<file path="src/rtl/bitcell_pkg.sv">
// bitcell_pkg: shared types and constants for the bitcell array.
//   state_e  : controller states (ST_INIT zero-sweep, ST_IDLE serving)
//   OP_*     : encoding of the r_w request field
//   PAR_W    : extra stored bits per word (1 when BITCELL_ARRAY_PARITY_EN
//              is defined, otherwise 0)
package bitcell_pkg;

  typedef enum logic {
    ST_INIT = 1'b0,
    ST_IDLE = 1'b1
  } state_e;

  localparam logic OP_READ  = 1'b0;
  localparam logic OP_WRITE = 1'b1;

`ifdef BITCELL_ARRAY_PARITY_EN
  localparam int PAR_W = 1;
`else
  localparam int PAR_W = 0;
`endif

endpackage

</file>
<file path="src/rtl/bitcell_word.sv">
// bitcell_word: one storage row of the bitcell array.
//   clk : clock
//   we  : write enable, row captures d on the rising edge
//   d   : row write data (data bits plus optional parity bit)
//   q   : row contents
// The row has no reset; its contents are defined only after the
// controller's zero-sweep has visited it.
module bitcell_word #(
  parameter int W = 8
) (
  input  logic         clk,
  input  logic         we,
  input  logic [W-1:0] d,
  output logic [W-1:0] q
);

  logic [W-1:0] q_r;

  always_ff @(posedge clk) begin
    if (we) q_r <= d;
  end

  assign q = q_r;

endmodule

</file>
<file path="src/rtl/bitcell_array.sv">
// bitcell_array: DEPTH x WIDTH word array with a zero-sweep after reset.
//   clk       : clock
//   rst_n     : asynchronous active-low reset
//   sel       : request valid
//   r_w       : 1 = write, 0 = read
//   addr      : word address
//   in        : write data
//   ready     : array accepts a request this cycle
//   out       : read data, holds the last read value
//   out_valid : one-cycle pulse, out updated
//   addr_err  : one-cycle pulse, accepted request addressed beyond DEPTH
//   par_err   : one-cycle pulse with out_valid, parity mismatch on read
// Build option: BITCELL_ARRAY_PARITY_EN adds one even-parity bit per word
// and enables par_err; without it par_err is tied low.
//
// state   | meaning
// --------+-------------------------------------------------------
// ST_INIT | zero-sweep, one word per cycle, requests ignored
// ST_IDLE | serving read/write requests
module bitcell_array
  import bitcell_pkg::*;
#(
  parameter  int WIDTH  = 8,
  parameter  int DEPTH  = 16,
  localparam int ADDR_W = $clog2(DEPTH)
) (
  input  logic              clk,
  input  logic              rst_n,
  input  logic              sel,
  input  logic              r_w,
  input  logic [ADDR_W-1:0] addr,
  input  logic [WIDTH-1:0]  in,
  output logic              ready,
  output logic [WIDTH-1:0]  out,
  output logic              out_valid,
  output logic              addr_err,
  output logic              par_err
);

  localparam int CW = WIDTH + PAR_W;
  // one extra bit so that power-of-2 DEPTH is representable
  localparam logic [ADDR_W:0] DEPTH_EXT = (ADDR_W + 1)'(DEPTH);

  state_e            state_q, state_d;
  logic [ADDR_W-1:0] init_cnt_q;
  logic              init_last;
  logic              accept, addr_ok, wr_acc, rd_acc;
  logic [CW-1:0]     row_d;
  logic [DEPTH-1:0]  row_we;
  logic [CW-1:0]     row_q [DEPTH];
  logic [CW-1:0]     rd_row;
  logic [WIDTH-1:0]  out_q;
  logic              out_valid_q, addr_err_q;

  assign init_last = (init_cnt_q == ADDR_W'(DEPTH - 1));
  assign ready     = (state_q == ST_IDLE);
  assign accept    = sel & ready;
  assign addr_ok   = ({1'b0, addr} < DEPTH_EXT);
  assign wr_acc    = accept & (r_w == OP_WRITE) & addr_ok;
  assign rd_acc    = accept & (r_w == OP_READ) & addr_ok;

  always_ff @(posedge clk or negedge rst_n) begin
    if (!rst_n) state_q <= ST_INIT;
    else        state_q <= state_d;
  end

  always_comb begin
    state_d = state_q;
    case (state_q)
      ST_INIT: if (init_last) state_d = ST_IDLE;
      ST_IDLE: state_d = ST_IDLE;
      default: state_d = ST_INIT;
    endcase
  end

  // The sweep shares the row write port: zero data while in ST_INIT.
  always_comb begin
    row_d = '0;
    if (state_q == ST_IDLE) begin
`ifdef BITCELL_ARRAY_PARITY_EN
      row_d = {^in, in};
`else
      row_d = in;
`endif
    end
  end

  for (genvar i = 0; i < DEPTH; i++) begin : g_word
    assign row_we[i] = ((state_q == ST_INIT) && (init_cnt_q == ADDR_W'(i))) ||
                       (wr_acc && (addr == ADDR_W'(i)));
    bitcell_word #(.W(CW)) u_word (
      .clk (clk),
      .we  (row_we[i]),
      .d   (row_d),
      .q   (row_q[i])
    );
  end

  // Only consumed when addr_ok, so out-of-range indexing is harmless.
  assign rd_row = row_q[addr];

  always_ff @(posedge clk or negedge rst_n) begin
    if (!rst_n) begin
      init_cnt_q  <= '0;
      out_q       <= '0;
      out_valid_q <= 1'b0;
      addr_err_q  <= 1'b0;
    end else begin
      if (state_q == ST_INIT) init_cnt_q <= init_last ? '0 : init_cnt_q + 1'b1;
      out_valid_q <= rd_acc;
      addr_err_q  <= accept & ~addr_ok;
      if (rd_acc) out_q <= rd_row[WIDTH-1:0];
    end
  end

`ifdef BITCELL_ARRAY_PARITY_EN
  logic par_err_q;

  // Even parity over data plus stored bit must be zero for a clean word.
  always_ff @(posedge clk or negedge rst_n) begin
    if (!rst_n) par_err_q <= 1'b0;
    else        par_err_q <= rd_acc & (^rd_row);
  end

  assign par_err = par_err_q;
`else
  assign par_err = 1'b0;
`endif

  assign out       = out_q;
  assign out_valid = out_valid_q;
  assign addr_err  = addr_err_q;

endmodule

</file>
<file path="config.mk">
export PLATFORM = sky130hd
export DESIGN_NAME = bitcell_array
export DESIGN_NICKNAME = d
export VERILOG_FILES = /design/src/rtl/bitcell_pkg.sv /design/src/rtl/bitcell_word.sv /design/src/rtl/bitcell_array.sv
export SDC_FILE = /design/constraint.sdc
export NUM_CORES = 1
export LEC_CHECK = 0
export ABC_AREA = 0
export CORE_MARGIN = 2
export CORE_UTILIZATION = 45
export CTS_CLUSTER_DIAMETER = 200
export DETAILED_ROUTE_END_ITERATION = 8
export PLACE_DENSITY_LB_ADDON = 0.1
export SLEW_MARGIN = 10
export SYNTH_ARGS = -nofsm -noshare
export SYNTH_HDL_FRONTEND = slang
export SYNTH_SLANG_ARGS = --single-unit
</file>
<file path="constraint.sdc">
create_clock -name clk -period 2.4 [get_ports clk]
set_clock_uncertainty 0.05 [all_clocks]
set_input_delay 0.24 -clock clk [delete_from_list [all_inputs] [get_ports clk]]
set_output_delay 0.24 -clock clk [all_outputs]
set_load 0.005 [all_outputs]
</file>
# Word level (Yosys, flattened, before mapping)
# Cells that the tools add are included.
# word_totals
ff_bits	142
latch_bits	0
ramBits	0
mem_bits_ro	0
inputBits	16
out_inout_bits	12
word_cells	115
mem_count	0
# op_classes
add_sub_neg	1
n_mul	0
div	0
magnitude_cmp	1
eq_ne	30
n_shift	0
mux	7
bitwise_logic	6
reduce_logical	50
# op_table
op	count
$eq 4x4->1 const B	16
$bmux 8 s4	1
$eq 4x3->1 const B	8
$logic_and 1x1->1	32
$mux 8	3
$eq 4x2->1 const B	4
$logic_or 1x1->1	16
$eq 4x1->1 const B	2
$logic_not 4->1	2
$ge 5x5->1 const B	1
$not 4->5	1
$add 4x1->4 const B	1
$mux 4	1
$and 1x1->1	3
$not 1->1	2
$pmux 1 s2	1
$mux 1	1

# Depth between registers and ports, before layout
# logic_depth
word_depth	4
depth_mapped	8
mapped_depth_nobuf	4

# Hierarchy
# A second synthesis with hierarchy kept.
# hier_totals
hier_cells	356
hier_area_um2	5829.3
# by_module_without_submodules
module	n_inst	cells_each	area_per_inst_um2	seq_area_each_um2
bitcell_word	16	8	240.2	240.2
bitcell_array	1	228	1985.7	350.3

# Worst setup path before layout
# No wires, ideal clock.
# synth_timing
kind	in2reg
start	input addr[3]
end	register g_word[1].u_word.q_r[0] (enable)
setup_time_ps	384
arrival_ps	1529
required_time_ps	1966
slack_ps	437
cell_stages	4
path_buffers	2
cell_sequence	buf_4 buf_2 or2_2 o21ai_0
# synth_via
elab_chain_cells	3
# synth_rtl
element	line	source
start, declared	bitcell_array.sv:31	input logic [ADDR_W-1:0] addr,
$eq 4x1->1	bitcell_array.sv:90	(wr_acc && (addr == ADDR_W'(i)));
$logic_and 1x1->1	bitcell_array.sv:90	
$logic_or 1x1->1	bitcell_array.sv:89	assign row_we[i] = ((state_q == ST_INIT) && (init_cnt_q == ADDR_W'(i))) ||
named net g_word[1].u_word.we	bitcell_word.sv:12	input logic we,
end signal, assigned	bitcell_word.sv:20	if (we) q_r <= d;
end, declared	bitcell_word.sv:17	logic [W-1:0] q_r;
# The timed path passes the listed nets, and every way through them passes these cells.
# A chain may end at the register's enable or synchronous reset.

# Worst setup path after layout
# layout_timing
start	register state_q, in the netlist ready
end	register g_word[5].u_word.q_r[0] (enable)
# layout_via
elab_chain_cells	4
elab_cells_between_ends	6
cone_classes	bitwise: 3; reduce/logical: 3
# layout_rtl
element	line	source
start, declared	bitcell_array.sv:44	state_e state_q, state_d;
start signal, assigned	bitcell_array.sv:64	else state_q <= state_d;
$and 1x1->1	bitcell_array.sv:57	assign accept = sel & ready;
$and 1x1->1	bitcell_array.sv:59	assign wr_acc = accept & (r_w == OP_WRITE) & addr_ok;
$logic_and 1x1->1	bitcell_array.sv:90	
$logic_or 1x1->1 (*)	bitcell_array.sv:89	
named net g_word[5].u_word.we	bitcell_word.sv:12	
end signal, assigned	bitcell_word.sv:20	
end, declared	bitcell_word.sv:17	
# The timed path passes the listed nets; every way through them passes the cells marked *.

==> key figures <==
Flow run
  – MaxCap Viol Count: 0

Final layout
  – Area grow syn2layout: 19.6%
  – Layout cell share with drive strength beyond 1: 0.180
  – Filler instances: a little over 1,000
  – ANT cells: 0
  – Nets@finish: around 440
  – Post-Layout Cell Count: roughly 600
  – Final Util: 0.557

CTS
  – # hold bufs at CTS: 0
  – Clock transition at the registers of the reported paths: ~0.060 ns
  – Clock root buffer: clkbuf_16
  – Clock sink count: around 140
  – Clk_lat worst skew: approximately 0.42 ns
  – Post-CTS setup buffers: 0
  – CTS tree: yes
  – CTS resizes: 0
  – Total CTS buffers: 17
  – Clock buffer depth: 2
  – H-tree Lvls: 4

Synthesis
  – Sequential area share after synthesis: 0.708
  – Largest family of logic cells by synthesized area: multiplexers
  – Synth Area in Simple Gates: 0.0617
  – Post-synthesis cell type count: just over 40
  – Compound-Gate Fraction of Synth Area: 0.0701
  – Yosys warning total: 0
  – Post-Syn Instances: about 360
  – Post-Synth XOR/XNOR Area: 0.00148
  – Syn Std Cell Area: slightly below 6000 um^2
  – Syn_area_per_cell: ~17 um^2
  – Yosys reg bits: between 100 and 150
  – Adder-Cell Fraction of Synth Area: 0.0106
  – Multiplexer share of the synthesized area: 0.118

Worst setup path
  – Reg2reg end: g_word[5].u_word.q[0]
  – Crit Path Category: flip-flop to flip-flop
  – Path length in cells of the critical path: 6
  – Critical path data required time: about 2.5 ns
  – Crit path from: ready
  – Crit path max fanout: 18
  – End point of the critical path: g_word[5].u_word.q[0]
  – Crit path launch type: flip-flop
  – Bufs and invs on worst path: 2
  – Critical path's slowest cell: dfrtp_1
  – Critical Path End Type: flip-flop
  – Worst reg2reg startpoint: ready
  – R2r setup slk: between 0.6 and 0.7 ns
  – WP data arrival: 1.86 ns
  – Delay-heaviest family, CP: simple AND/OR/NAND/NOR gates
  – Most frequent CP cell: buf_4
  – FF-to-FF path depth: 6
  – Critical Path, Cell by Cell: buf_4, nand2b_1, nor2_1, nand2_1, o21ai_0, buf_4
  – Slowest stage delay, CP: roughly 0.43 ns

Power and ir drop
  – Clock power frac: 0.461
  – Logic pwr share: 0.060
  – Psw: between 0.001 and 0.0015 W
  – Seq pwr share: 0.479
  – Sw frac: 0.206
  – Pint: roughly 0.0045 W
  – Power Dens Cells: around 810 nW/um^2
  – LEAKAGE: between 2 and 3 nW
  – VDD IR max: 0.000443 V

STA
  – Achievable frequency: around 0.56 GHz
  – Final worst setup slack: between 0.6 and 0.7 ns
  – RSZ-0062 raised after global routing: no
  – Slew at the pin closest to its max-slew limit: 0.730 ns
  – Hold Vio Cnt, Final: 0
  – Period utilization: 0.745
  – Max_slew headroom: 0.513
  – Finish-stage setup viols: 0
  – Slew Viols, Final: 0
  – Period minus WS final: around 1.8 ns
  – Setup tns final: 0 ns

Global routing
  – Vias in the first global route: between 3,000 and 4,000
  – Gr usage total: 0.192
  – Pin count of the biggest net entering global routing: 24
  – First-pass GRT wire length: ~19 mm
  – Initial antenna violation count: 0
  – Gr ovfl total: 0

Detailed routing
  – Vias per inst: about 5.4
  – Via count: about 3,300
  – DRT Pass-1 Iters: 5
  – Wire per inst: about 21 um
  – Remaining antenna violation count: 0
  – Initial DRC count: roughly 260
  – Drt total wl: 12.7 mm
  – # DRC: 0

Die
  – Ports: 28
  – Die Wd: ~120 um
  – CORE AREA: between 10,000 and 15,000 um^2
  – Die area: around 14,000 um^2
  – Row count: slightly above 40
  – Chip Height: between 100 and 150 um
  – Initial Util: 0.466

Status
  – Outcome: finished clean

Place
  – RePlAce Congestion: 0.859
  – Hpwl dp: between 8 and 9 mm
  – Placed cell count: 567
  – IO Port Bufs: 25
  – Post-Place Setup Slack: approximately 0.25 ns

Min path
  – Hold Crit Class: primary input to async pin
layer usage:
| layer | vias up | GRT usage | share of wire |
|---|---|---|---|
| li1 | 1532 | - | - |
| met1 | 1630 | 0.264 | 0.46 |
| met2 | 74 | 0.303 | 0.47 |
| met3 | 20 | 0.0396 | 0.040 |
| met4 | 0 | 0.0714 | 0.023 |
| met5 | - | 0 | 0 |
cell families after synthesis:
group / count (synthesis)
AOI/OAI and AO/OA: 57
xor gates and xnor gates: 1
and+or+nand+nor: 71
other: 1
adders and majority gates: 5
DFF: 142
buffers and inverters: 24
muxes: 57
placed cells by master, fill, tap and decap left out, types with 6 or more instances in the layout:
| master | instances |
|---|---|
| edfxtp_1 | 128 |
| mux2i_1 | 48 |
| buf_4 | 32 |
| clkdlybuf4s50_1 | 23 |
| o22ai_1 | 20 |
| nor2_1 | 19 |
| nand2_1 | 17 |
| clkbuf_16 | 17 |
| dfrtp_1 | 14 |
| nand2b_1 | 9 |
| o32ai_1 | 8 |
| and2_1 | 8 |
| mux4_1 | 8 |
| a31oi_1 | 8 |
| nand3_1 | 6 |
cell type report:
class / count / area, um^2 / area share
well taps: 172 / 215 / 0.0304
multi-input cells: 193 / 1560 / 0.220
clock inverters: 14 / 169 / 0.0238
inverters: 2 / 7.51 / 0.00106
flip-flops and latches: 142 / 4190 / 0.592
repair buffers: 58 / 500 / 0.0706
clock buffers: 18 / 439 / 0.0620
power by group through the flow:
stage / clock network [W] / logic [W] / registers [W]
global placement: 0 / 0.000342 / 0.00279
detailed placement: 0 / 0.000345 / 0.00279
finish: 0.00264 / 0.000342 / 0.00274
CTS: 0.00267 / 0.000346 / 0.00274
global route: 0.00277 / 0.000370 / 0.00274
floorplan: 0 / 0.000189 / 0.00279
stage by stage:
step	instance area (um^2)	total power, W	hold WS, ns
floorplan	5930	0.00298	-0.106
global placement	6480	0.00313	0.484
detailed placement	6480	0.00313	0.495
CTS	7090	0.00575	0.100
global route	7090	0.00588	0.118
finish	7090	0.00572	0.101
registers in the layout, indices dropped and copies added, names as in the netlist:
| signal | count |
|---|---|
| g_word.u_word.q | 128 |
| out | 8 |
| init_cnt_q | 4 |
| out_valid | 1 |
| ready | 1 |
worst min path at each step:
stage,start,to,cells after the start
after global placement,out[6],out[6],2
after detailed placement,out[2],out[2],2
after floorplan,rst_n,init_cnt_q[0],0
after CTS,rst_n,ready,2
after global routing,rst_n,ready,2
final,rst_n,ready,2
synthesized netlist by cell type (all sizes together):
master,instances,area share
edfxtp,128,0.65
mux2i,48,0.081
o22ai,20,0.021
nor2,19,0.012
nand2,17,0.011
buf,16,0.024
dfrtp,14,0.059
and2,9,0.0099
nand2b,9,0.0095
o21ai,9,0.0076
a31oi,8,0.0084
mux4,8,0.035
o32ai,8,0.012
clkbuf,6,0.0038
nand3,6,0.0051
ha,5,0.011
a221oi,4,0.010
a2bb2oi,4,0.0059
nand3b,4,0.0051
inv,2,0.0013
or3b,2,0.0034
a21o,1,0.0013
a21oi,1,0.00084
a311oi,1,0.0015
a31o,1,0.0015
and3,1,0.0011
conb,1,0.00063
mux2,1,0.0019
nor2b,1,0.0011
nor3,1,0.00084
or2,1,0.0011
or3,1,0.0019
xnor2,1,0.0015
worst register-to-register path, delay by kind of cell, from the launching register on:
family | cells | cell delay (ns)
flops | 1 | 0.43
compound gates | 1 | 0.07
simple gates | 3 | 0.50
buf+inv | 2 | 0.43
Power figures use the tool's default switching activity.
